## config.mk

```make
export PLATFORM = sky130hd
export DESIGN_NAME = spi_arbiter_flat
export DESIGN_NICKNAME = d
export VERILOG_FILES = /design/src/rtl/spi_arbiter_if.sv /design/src/rtl/spi_arbiter.sv /design/src/flat_wrapper.sv
export SDC_FILE = /design/constraint.sdc
export NUM_CORES = 1
export LEC_CHECK = 0
export ABC_AREA = 1
export CAP_MARGIN = 20
export CORE_MARGIN = 8
export CORE_UTILIZATION = 35
export DETAILED_ROUTE_END_ITERATION = 16
export PLACE_DENSITY = 0.67
export SLEW_MARGIN = 10
export SYNTH_ARGS = -nofsm -noshare
export SYNTH_HDL_FRONTEND = slang
export SYNTH_SLANG_ARGS = --single-unit
```

## constraint.sdc

```tcl
create_clock -name clk2 -period 5.55 [get_ports clk2]
set_clock_uncertainty 0.2 [all_clocks]
set_input_delay 0.8325 -clock clk2 [delete_from_list [all_inputs] [get_ports clk2]]
set_output_delay 0.8325 -clock clk2 [all_outputs]
set_load 0.01 [all_outputs]
```

## src/rtl/spi_arbiter_if.sv

```systemverilog
// Requester-side and spi_master-side signals of spi_arbiter bundled in one interface.
// master: the arbiter's view; slave: the requesters plus attached spi_master.
interface spi_arbiter_if #(
    parameter int NREQ   = 4,
    parameter int NBYTES = 1
);
    logic [NREQ-1:0]          req;
    logic [2*NREQ-1:0]        cfg;
    logic [NREQ*8*NBYTES-1:0] wdata;
    logic [NREQ-1:0]          grant;
    logic [NREQ-1:0]          done;
    logic [8*NBYTES-1:0]      rdata;
    logic [NREQ-1:0]          cs_n;
    logic                     m_cpol;
    logic                     m_cpha;
    logic [8*NBYTES-1:0]      m_din;
    logic                     m_start;
    logic [8*NBYTES-1:0]      m_dout;
    logic                     m_busy;

    modport master (
        input  req, cfg, wdata, m_dout, m_busy,
        output grant, done, rdata, cs_n, m_cpol, m_cpha, m_din, m_start
    );

    modport slave (
        output req, cfg, wdata, m_dout, m_busy,
        input  grant, done, rdata, cs_n, m_cpol, m_cpha, m_din, m_start
    );
endinterface

```

## src/rtl/spi_arbiter.sv

```systemverilog
// Shares one spi_master between NREQ requesters with chip-select setup/hold/gap timing.
// Define SPI_ARB_FIXED_PRIO_EN for fixed lowest-index priority instead of round robin.
module spi_arbiter #(
    parameter int NBYTES   = 1,
    parameter int NREQ     = 4,
    parameter int CS_SETUP = 2,
    parameter int CS_HOLD  = 2,
    parameter int CS_GAP   = 4
) (
    input  logic           clk2,
    input  logic           rst_n,
    spi_arbiter_if.master  bus
);
    localparam int W    = 8 * NBYTES;
    localparam int IW   = $clog2(NREQ);
    localparam int CMX1 = (CS_SETUP > CS_HOLD) ? CS_SETUP : CS_HOLD;
    localparam int CMAX = (CMX1 > CS_GAP) ? CMX1 : CS_GAP;
    localparam int CW   = $clog2(CMAX + 1);

    localparam logic [CW-1:0] SETUP_LAST = CW'(CS_SETUP - 1);
    localparam logic [CW-1:0] HOLD_LAST  = CW'(CS_HOLD - 1);
    localparam logic [CW-1:0] GAP_LAST   = CW'(CS_GAP - 1);

    typedef enum logic [2:0] {
        IDLE, SEL, SETUP, START, WAIT_BUSY, XFER, HOLD, GAP
    } state_t;

    state_t         state;
    logic [IW-1:0]  win;
    logic [IW-1:0]  pick;
    logic [CW-1:0]  cnt;

`ifdef SPI_ARB_FIXED_PRIO_EN
    always_comb begin
        pick = '0;
        for (int k = NREQ - 1; k >= 0; k--)
            if (bus.req[k]) pick = IW'(k);
    end
`else
    logic [IW-1:0]  ptr;

    // Search starts one past the last winner so every requester gets a turn.
    always_comb begin
        int   j;
        logic found;
        j     = 0;
        found = 1'b0;
        pick  = '0;
        for (int k = 1; k <= NREQ; k++) begin
            j = int'(ptr) + k;
            if (j >= NREQ) j = j - NREQ;
            if (!found && bus.req[j]) begin
                found = 1'b1;
                pick  = IW'(j);
            end
        end
    end
`endif

    always_ff @(posedge clk2 or negedge rst_n) begin
        if (!rst_n) begin
            state       <= IDLE;
            win         <= '0;
            cnt         <= '0;
`ifndef SPI_ARB_FIXED_PRIO_EN
            ptr         <= '0;
`endif
            bus.cs_n    <= '1;
            bus.grant   <= '0;
            bus.done    <= '0;
            bus.rdata   <= '0;
            bus.m_start <= 1'b0;
            bus.m_din   <= '0;
            bus.m_cpol  <= 1'b0;
            bus.m_cpha  <= 1'b0;
        end else begin
            bus.done    <= '0;
            bus.m_start <= 1'b0;
            case (state)
                // A busy master here is finishing a transfer started before our reset.
                IDLE: if (|bus.req && !bus.m_busy) begin
                    win             <= pick;
`ifndef SPI_ARB_FIXED_PRIO_EN
                    ptr             <= pick;
`endif
                    bus.grant       <= '0;
                    bus.grant[pick] <= 1'b1;
                    bus.m_cpol      <= bus.cfg[2*int'(pick)+1];
                    bus.m_cpha      <= bus.cfg[2*int'(pick)];
                    bus.m_din       <= bus.wdata[int'(pick)*W +: W];
                    state           <= SEL;
                end
                // cs_n stays high for this cycle so mclk settles at the new idle level.
                SEL: begin
                    bus.cs_n[win] <= 1'b0;
                    cnt           <= '0;
                    state         <= SETUP;
                end
                SETUP: if (cnt == SETUP_LAST) begin
                    bus.m_start <= 1'b1;
                    state       <= START;
                end else begin
                    cnt <= cnt + 1'b1;
                end
                START: state <= WAIT_BUSY;
                WAIT_BUSY: if (bus.m_busy) state <= XFER;
                XFER: if (!bus.m_busy) begin
                    cnt   <= '0;
                    state <= HOLD;
                end
                HOLD: if (cnt == HOLD_LAST) begin
                    bus.rdata     <= bus.m_dout;
                    bus.done[win] <= 1'b1;
                    bus.grant     <= '0;
                    bus.cs_n      <= '1;
                    cnt           <= '0;
                    state         <= GAP;
                end else begin
                    cnt <= cnt + 1'b1;
                end
                GAP: if (cnt == GAP_LAST) begin
                    state <= IDLE;
                end else begin
                    cnt <= cnt + 1'b1;
                end
                default: state <= IDLE;
            endcase
        end
    end
endmodule

```

## src/flat_wrapper.sv

```systemverilog
// flat-port wrapper written by rule: the top's interface ports become plain ports
module spi_arbiter_flat 
#(
    parameter int NBYTES   = 1,
    parameter int NREQ     = 4,
    parameter int CS_SETUP = 2,
    parameter int CS_HOLD  = 2,
    parameter int CS_GAP   = 4
)
  (clk2, rst_n, bus_req, bus_cfg, bus_wdata, bus_m_dout, bus_m_busy, bus_grant, bus_done, bus_rdata, bus_cs_n, bus_m_cpol, bus_m_cpha, bus_m_din, bus_m_start);
  spi_arbiter_if #(.NREQ(NREQ), .NBYTES(NBYTES)) bus_i ();
  input  logic clk2;
  input  logic rst_n;
  input wire logic [$bits(bus_i.req)-1:0] bus_req;
  input wire logic [$bits(bus_i.cfg)-1:0] bus_cfg;
  input wire logic [$bits(bus_i.wdata)-1:0] bus_wdata;
  input wire logic [$bits(bus_i.m_dout)-1:0] bus_m_dout;
  input wire logic [$bits(bus_i.m_busy)-1:0] bus_m_busy;
  output wire logic [$bits(bus_i.grant)-1:0] bus_grant;
  output wire logic [$bits(bus_i.done)-1:0] bus_done;
  output wire logic [$bits(bus_i.rdata)-1:0] bus_rdata;
  output wire logic [$bits(bus_i.cs_n)-1:0] bus_cs_n;
  output wire logic [$bits(bus_i.m_cpol)-1:0] bus_m_cpol;
  output wire logic [$bits(bus_i.m_cpha)-1:0] bus_m_cpha;
  output wire logic [$bits(bus_i.m_din)-1:0] bus_m_din;
  output wire logic [$bits(bus_i.m_start)-1:0] bus_m_start;
  assign bus_i.req = bus_req;
  assign bus_i.cfg = bus_cfg;
  assign bus_i.wdata = bus_wdata;
  assign bus_i.m_dout = bus_m_dout;
  assign bus_i.m_busy = bus_m_busy;
  assign bus_grant = bus_i.grant;
  assign bus_done = bus_i.done;
  assign bus_rdata = bus_i.rdata;
  assign bus_cs_n = bus_i.cs_n;
  assign bus_m_cpol = bus_i.m_cpol;
  assign bus_m_cpha = bus_i.m_cpha;
  assign bus_m_din = bus_i.m_din;
  assign bus_m_start = bus_i.m_start;
  spi_arbiter #(.NBYTES(NBYTES), .NREQ(NREQ), .CS_SETUP(CS_SETUP), .CS_HOLD(CS_HOLD), .CS_GAP(CS_GAP)) u_core (.clk2(clk2), .rst_n(rst_n), .bus(bus_i));
endmodule
```

After elaboration in Yosys (flattened, before gate mapping)
Index checks and enable logic that the tools add are counted.

$add $sub $neg: 10. Magnitude comparators: 14. Equality and inequality tests: 17. Shifts and indexed selects: 1. Mux-type cells: 53. Bitwise gates (word level): 2. Reductions and logical operators: 21.

Operators by type and width (count): 32-bit by 4-bit >= comparator with 1-bit output (second input constant) (4); 32-bit by 4-bit < comparator with 1-bit output (second input constant) (4); 32-bit 2-to-1 mux (4); 32-bit by 4-bit subtractor with 32-bit output (second input constant) (4); 32-bit by 5-bit < comparator with 1-bit output (second input constant) (1); 32-bit by 6-bit indexed part select with 8-bit output (1); 3-bit 2-to-1 mux (10); 3-bit one-hot mux with 8 select lines (1); 4-bit 2-to-1 mux (5); 1-bit 2-to-1 mux (18); 4-bit one-hot mux with 2 select lines (2); 3-bit one-hot mux with 5 select lines (1); 3-bit equality test (second input constant) (4); 1-bit binary-select mux with 2-bit select (5); 3-bit by 2-bit equality test with 1-bit output (second input constant) (3); 2-bit 2-to-1 mux (4); 2-bit by 1-bit != test with 1-bit output (second input constant) (4); 2-bit != test (second input constant) (4); 2-bit by 2-bit adder with 3-bit output (second input constant) (2); 3-bit by 1-bit equality test with 1-bit output (second input constant) (2); 1-bit logical AND (6); 2-bit by 3-bit < comparator with 1-bit output (second input constant) (2); 2-bit AND reduction (3); 6-bit AND reduction (1); 17 further kinds (23).

Bits in registers: 39. Bits of input ports: 55. Logic and storage cells: 129.

Longest topological paths before layout
Gate-level depths: netlist of run 1.

Depth in word-level cells: 22. Gate-level depth with buffers: 19. Mapped depth without buffers: 16.

Worst setup path after synthesis of run 1
No wires, ideal clock.

Kind: register to register. Start point: register u_core.win[0] (netlist name). End point: register u_core.bus.m_din[7]. Library setup time: 0.117 ns. Arrival: 2.004 ns. Data required time: 5.233 ns. Setup slack: 3.229 ns. Stages on the path, launching flop included: 19. Buffers on the path: 3. Period minus slack after synthesis: 2.321 ns. Cell sequence: dfrtp_1 -> buf_6 -> inv_4 -> buf_12 -> ha_1 -> inv_1 -> nand3_1 -> nand2_1 -> nor2_2 -> nand2_2 -> nand2_2 -> nand2_4 -> buf_12 -> nand2_2 -> nand2_1 -> nand2_1 -> nand2_1 -> nand2_1 -> nand2_1.

RTL lines: end signal, assigned (RTL line spi_arbiter.sv:90) `bus.m_din <= bus.wdata[int'(pick)*W +: W];`; end, declared (RTL line spi_arbiter_if.sv:23) `output grant, done, rdata, cs_n, m_cpol, m_cpha, m_din, m_start`.

==> metrics.md, run 1 <==
| Metric | Value |
|---|---|
| Pleak | `0.001700 uW` |
| Hold crit path type | `flip-flop to flip-flop` |
| Vias | `2380` |
| Mapped cell area | `2552 um2` |
| Post-synth EDFFs | `0` |
| Total GRT Usage | `0.1306` |
| Overflow after GRT | `0` |
| Final worst path period need | `3.297 ns` |
| Critical path capture point type | `flip-flop` |
| Die Wd | `101.4 um` |
| Nets@finish | `476` |
| Flop pwr share | `0.230` |
| Post-CTS Resized | `0` |
| First-iteration detailed-routing DRC count | `94` |
| Clock share of power | `0.109` |
| Antenna Violating Nets Remaining | `0` |
| Switching power share of the total | `0.4930` |
| Distinct cells, synth | `32` |
| Register area share after synthesis | `0.3843` |
| Diode count | `0` |
| Clock root cell | `clkbuf_8` |
| Vias per cell | `4.667` |
| Synth warnings | `0` |
| Combinational power share | `0.661` |
| Commonest cells post-synth | `118 x nand2_1, 36 x nand3_1, 35 x dfrtp_1` |
| Reg clk slew, reported paths | `0.08 ns` |
| Largest net degree at the start of global routing | `40` |
| Critical path required time | `5.58 ns` |
| Final count of negative-setup-slack endpoints | `0` |
| Gp weighted congestion | `0.8896` |
| Number of buffers created by CTS | `5` |
| Synth top area cells | `dfrtp_1 34%, nand2_1 17%, nand3_1 7.1%, nand2_2 6.6%, ha_1 5.4%` |
| Share of layout cells above drive strength 1 | `0.1533` |
| Wire length per cell | `13.10 um` |
| Clock sinks | `39` |
| Syn avg cell area | `7.665 um2` |
| Starting Density | `0.3557` |
| P per Cell Area | `620.0 nW/um2` |
| Die ar. | `10280 um2` |
| Post-CTS Hold Fix Bufs | `0` |
| Design area | `3500 um2` |
| Die height | `101.4 um` |
| Cell Rows | `31` |
| Critical path fanouts, max | `21` |
| Final Hold Viols | `0` |
| Final setup TNS | `0 ns` |
| Io pins | `86` |
| Crit path kind | `flip-flop to flip-flop` |
| Startpoint types | `flip-flop` |
| RSZ-0062 raised after global routing | `false` |
| NetSw | `1070 uW` |
| Global-route wire length before repair | `10890 um` |
| Clock Latency Late Sink | `0.29 ns` |
| Max-Cap Viols | `0` |
| Post-CTS Setup Bufs | `0` |
| Most frequent cell after synthesis | `nand2_1` |
| Internal | `1100 uW` |
| Detailed Routing Iterations Pass 1 | `4` |
| Fmax | `303.3 MHz` |
| Clock Tree Buf Depth | `2` |
| Syn nets | `399` |
| Cell taking the most area after synthesis | `dfrtp_1` |
| Synth Instances | `333` |
| Max-slew headroom | `0.3695` |
| H-tree depth | `2` |
| Detailed Place HPWL | `5237 um` |
| CP arrival | `3.33 ns` |
| Max-slew violations | `0` |
| Worst slew pin tran | `0.9423 ns` |
| Post-DP Area | `3387 um2` |
| Synth top area share | `0.3431` |
| Initial antenna violation count | `0` |
| I/O Buffers | `85` |
| Total core area | `7176 um2` |
| Ys async rst share | `1.000` |
| Number of global-route vias before repair | `2355` |
| Area grow syn2layout | `37.11%` |
| Residual DRC | `0` |
| CTS tree | `yes` |
| Status | `finished, final reports clean` |
| Yosys reg bits | `39` |
| Final Routed Wirelength | `6679 um` |
| Period utilization | `0.5940` |
| Peak supply drop | `0.0002231 V` |
| Synth Flop Type | `dfrtp_1` |
through the flow:
step                      total power, uW  setup slack (ns)  hold slack [ns]  utilization  instances
final                                2170             2.253           0.2787       0.4877        510
after global routing                 2384             1.911           0.2903       0.4877        510
after CTS                            2183             2.238           0.2793       0.4877        510
after detailed placement             1938             2.029           0.2685       0.4720        502
after global placement               1909             2.100           0.2619       0.4720        502
after floorplan                      1649             3.229           0.2796            -        333
registers in the layout, indices dropped and copies added, names as in the netlist:
register            flops
u_core.bus.m_din        8
u_core.bus.rdata        8
u_core.bus.cs_n         4
u_core.bus.done         4
u_core.bus.grant        4
u_core.cnt              3
u_core.state            3
u_core.win              2
u_core.bus.m_cpha       1
u_core.bus.m_cpol       1
u_core.bus.m_start      1
final timing paths:
path / end / slack (ns) / cells past startpoint / from
max: u_core.bus.m_din[5] / 2.25 / 14 / u_core.win[0]
min: u_core.bus.cs_n[0] / 0.28 / 2 / u_core.bus.cs_n[0]
max reg2reg: u_core.bus.m_din[5] / 2.25 / 14 / u_core.win[0]
min reg2reg: u_core.bus.cs_n[0] / 0.28 / 2 / u_core.bus.cs_n[0]
max in group asynchronous: u_core.bus.rdata[0] / 4.19 / 1 / rst_n
min in group asynchronous: u_core.bus.done[0] / 0.43 / 1 / rst_n
area by class of cell:
class / count / area (um2)
clock buffer: 5 / 68.82
clock inverter: 3 / 43.79
fill: 702 / 3676
inverter: 27 / 106.4
multi-input combinational: 252 / 1330
sequential: 39 / 980.9
tap: 99 / 123.9
timing repair buffer: 85 / 845.8
placed cells by master (no fill, tap or decap):
| master | instances |
|---|---|
| mux2_2 | 8 |
| clkdlybuf4s50_1 | 84 |
| o22ai_1 | 1 |
| nor2_4 | 1 |
| bufinv_16 | 1 |
| nand2_2 | 27 |
| ha_1 | 11 |
| nand2_1 | 118 |
| o21ai_0 | 12 |
| clkinv_4 | 1 |
| nand2_4 | 1 |
| nand3_1 | 36 |
| o31ai_2 | 1 |
| inv_4 | 2 |
| a21boi_2 | 1 |
| clkbuf_8 | 5 |
| dfrtp_1 | 35 |
| a21oi_1 | 2 |
| o21a_1 | 2 |
| a21boi_0 | 1 |
| inv_1 | 23 |
| clkinv_2 | 1 |
| inv_2 | 2 |
| nor2_2 | 4 |
| nor2_1 | 15 |
| dfstp_2 | 4 |
| nand3_2 | 2 |
| buf_2 | 1 |
| nor3_1 | 2 |
| o211ai_1 | 2 |
| a41oi_1 | 1 |
| a2111oi_2 | 1 |
| o21ai_1 | 3 |
power groups by stage:
stage | sequential [uW] | clock [uW] | combinational [uW]
6_report | 499 | 237 | 1430
5_1_grt | 516 | 255 | 1610
4_1_cts | 502 | 244 | 1440
3_5_place_dp | 507 | 0 | 1430
3_3_place_gp | 503 | 0 | 1410
2_1_floorplan | 518 | 0 | 1130
cell families (layout without fill, tap and decap cells):
family / Yosys count / after routing / synth area share
muxes: 8 / 8 / 0.03530
AOI/OAI and AO/OA: 27 / 27 / 0.06911
DFF: 39 / 39 / 0.3843
and+or+nand+nor: 206 / 206 / 0.3627
buffers and inverters: 42 / 120 / 0.09460
adders and majority gates: 11 / 11 / 0.05392
layer usage:
layer / track usage / up-vias / part of all wire
met5: 0 / - / 0
met1: 0.1553 / 1089 / 0.43
li1: - / 1203 / -
met2: 0.2166 / 75 / 0.48
met4: 0.06186 / 0 / 0.026
met3: 0.03162 / 13 / 0.066
critical path, cell delays in order (launching register included):
cell     delay (ns)
dfrtp_1        0.60
inv_4          0.16
ha_1           0.40
inv_1          0.12
nand3_1        0.09
nand2_1        0.11
a21oi_1        0.14
nand2_1        0.43
nand2_4        0.50
nand2_2        0.07
nand2_1        0.07
nand2_1        0.05
nand2_1        0.11
nand2_1        0.07
nand2_1        0.09
No activity file was read; power rests on OpenSTA's default activity.
==> run 2, diff against run 1 <==
Settings changed: PLACE_DENSITY 0.67 to 0.7.
Clock period 5.55 ns to 2.9 ns, I/O delays scaled along.
==> run 2 against run 1 <==
Compared with the run above:
- first-iteration DRC count down 7.4%
- routed wire length about the same
- clock power up 56%
- core utilization up 0.47 points
- combinational power up 100%
- total power up 93%
- worst hold slack worse by 0.24 ns
- highest routed layer unchanged
==> metrics.md, run 2 (synthesized netlist as in run 1, its figures left out) <==
| Metric | Value |
|---|---|
| Startpoint types | `flip-flop` |
| Initial antenna violation count | `0 (unchanged)` |
| Flop pwr share | `0.225 (-0.005)` |
| H-tree depth | `2 (unchanged)` |
| Reg-to-Reg End | `u_core.bus.m_cpha` |
| First-iteration detailed-routing DRC count | `87 (-7.4%)` |
| Crit path from | `u_core.win[1]` |
| Starting Density | `0.3557 (unchanged)` |
| Number of buffers created by CTS | `5 (unchanged)` |
| Clock sinks | `39 (unchanged)` |
| Max-slew violations | `0 (unchanged)` |
| Most used cell, CP | `nand2_1` |
| Residual DRC | `0 (unchanged)` |
| Crit path kind | `flip-flop to flip-flop` |
| Critical path fanouts, max | `11 (-48%)` |
| Reg clk slew, reported paths | `0.08 ns (about the same)` |
| Period utilization | `0.8786 (+0.2846)` |
| CP max-delay cell | `dfrtp_2` |
| Status | `finished, final reports clean` |
| Gp weighted congestion | `0.9323 (+4.8%)` |
| Final count of negative-setup-slack endpoints | `0 (unchanged)` |
| Detailed Place HPWL | `5282 um (+0.86%)` |
| Largest net degree at the start of global routing | `40 (unchanged)` |
| Die ar. | `10280 um2 (unchanged)` |
| Io pins | `86 (unchanged)` |
| Crit path cell chain | `inv_1 -> ha_1 -> inv_1 -> nand3_1 -> nand2_1 -> nor2_2 -> nand2_2 -> nand2_2 -> buf_4 -> nand3_1 -> nand2_1 -> nand2_1 -> nand2_1 -> nand2_1 -> nand2_1` |
| FF-to-FF Start | `u_core.win[1]` |
| FF-to-FF setup slack | `0.35 ns (-1.90 ns)` |
| Total GRT Usage | `0.1300 (-0.0006843)` |
| Peak supply drop | `0.0007967 V (+260%)` |
| Die Wd | `101.4 um (unchanged)` |
| Antenna Violating Nets Remaining | `0 (unchanged)` |
| Clock share of power | `0.088 (-0.021)` |
| Clock Tree Buf Depth | `2 (unchanged)` |
| Min setup slack post-route | `0.3519 ns (-1.901 ns)` |
| Detailed Routing Iterations Pass 1 | `4 (unchanged)` |
| Fillers | `672 (-4.3%)` |
| R2R depth | `15 (+1)` |
| Post-CTS Resized | `0 (unchanged)` |
| Nets@finish | `482 (+1.3%)` |
| Total core area | `7176 um2 (unchanged)` |
| Vias | `2371 (-0.38%)` |
| Cell Rows | `31 (unchanged)` |
| Final worst path period need | `2.548 ns (-0.7489 ns)` |
| Die height | `101.4 um (unchanged)` |
| Number of global-route vias before repair | `2304 (-2.2%)` |
| Critical path required time | `2.92 ns (-2.66 ns)` |
| Commonest cells after routing, fill and taps aside | `118 x nand2_1, 84 x clkdlybuf4s50_1, 36 x nand3_1` |
| Final Hold Viols | `0 (unchanged)` |
| Global-route wire length before repair | `10900 um (about the same)` |
| Final Routed Wirelength | `6676 um (about the same)` |
| I/O Buffers | `85 (unchanged)` |
| Critical path capture point type | `flip-flop` |
| Worst slew pin tran | `0.8375 ns (-0.1048 ns)` |
| Internal | `2132 uW (+94%)` |
| Area of the multi-input gates | `1339 um2 (+0.66%)` |
| Wire length per cell | `12.94 um (-1.2%)` |
| Post-CTS Setup Bufs | `0 (unchanged)` |
| Max-Cap Viols | `0 (unchanged)` |
| Commonest non-fill, non-tap cell in the layout | `nand2_1` |
| Critical Path Sink | `u_core.bus.m_cpha` |
| Pleak | `0.001719 uW (+1.1%)` |
| Clock Latency Late Sink | `0.29 ns (about the same)` |
| Switching power share of the total | `0.4902 (-0.002811)` |
| Clock root cell | `clkbuf_8` |
| CP arrival | `2.57 ns (-0.76 ns)` |
| CTS tree | `yes` |
| Share of layout cells above drive strength 1 | `0.1655 (+0.01218)` |
| Largest registers | `u_core.bus.m_din: 8 flops, u_core.bus.rdata: 8 flops` |
| CP max stage delay | `0.45 ns (-0.15 ns)` |
| Final setup TNS | `0 ns (unchanged)` |
| Vias per cell | `4.595 (-1.5%)` |
| NetSw | `2051 uW (+92%)` |
| Combinational power share | `0.686 (+0.025)` |
| Fmax | `392.5 MHz (+29%)` |
| Post-CTS Hold Fix Bufs | `0 (unchanged)` |
| RSZ-0062 raised after global routing | `false` |
| Place WS | `0.1589 ns (-1.870 ns)` |
| Sequential Area | `982.2 um2 (+0.13%)` |
| Max-slew headroom | `0.4417 (+0.07218)` |
| Overflow after GRT | `0 (unchanged)` |
| Area grow syn2layout | `38.43%` |
| Hold crit path type | `input port to async pin` |
| Diode count | `0 (unchanged)` |
| P per Cell Area | `1184 nW/um2 (+91%)` |
[run 2: cell types whose count changed in the layout (fill, tap and decap cells not counted), sizes merged]
| cell | before | now |
|---|---|---|
| buf | 1 | 7 |
| clkbuf | 5 | 7 |
| clkinv | 2 | 1 |
| bufinv | 1 | 0 |
[run 2: layout make-up]
| cell class | instances | share of cell area |
|---|---|---|
| clock buffers | 7 | 0.02443 |
| clock inverters | 1 | 0.001416 |
| inverters | 27 | 0.03010 |
| multi-input cells | 252 | 0.3789 |
| flip-flops and latches | 39 | 0.2780 |
| well taps | 99 | 0.03506 |
| repair buffers | 91 | 0.2521 |
[run 2: how the worst min path moves through the flow]
| stage | start | end | slack (ns) | cells past startpoint |
|---|---|---|---|---|
| global route | rst_n | u_core.bus.done[0] | 0.12 | 1 |
| global placement | u_core.bus.cs_n[2] | u_core.bus.cs_n[2] | 0.26 | 2 |
| floorplan | rst_n | u_core.bus.done[0] | -0.06 | 0 |
| finish | rst_n | u_core.bus.done[0] | 0.04 | 1 |
| CTS | rst_n | u_core.win[0] | 0.08 | 1 |
| detailed placement | u_core.bus.cs_n[3] | u_core.bus.cs_n[3] | 0.27 | 2 |
[run 2: metal layers]
layer / up-vias / GRT usage / wire, um
met5: - / 0 / 0
met4: 0 / 0.05727 / 134
met3: 9 / 0.02268 / 384
met2: 87 / 0.2136 / 3150
met1: 1055 / 0.1629 / 3006
li1: 1220 / - / -
[run 2: stage by stage]
step	power, uW	cells	cell area [um2]	util	hold WS, ns
6_report	4183	516	3533	0.4924	0.03785
2_1_floorplan	3156	333	2552	-	-0.06059
3_3_place_gp	3737	508	3432	0.4783	0.2615
5_1_grt	4579	516	3533	0.4924	0.1213
3_5_place_dp	3795	508	3432	0.4783	0.2659
4_1_cts	4178	516	3523	0.4910	0.07926
[run 2: power groups by stage]
stage | clock (uW) | sequential, uW | combinational (uW)
CTS | 382 | 942 | 2850
global placement | 0 | 942 | 2800
detailed placement | 0 | 950 | 2840
finish | 370 | 943 | 2870
global route | 404 | 969 | 3210
floorplan | 0 | 992 | 2160
[run 2: worst max-delay path: cells and delay by family, from the launching register on]
family        cells  cell delay [ns]
fa+ha+maj         1             0.35
buf+inv           3             0.42
flops             1             0.45
simple gates     11             1.05
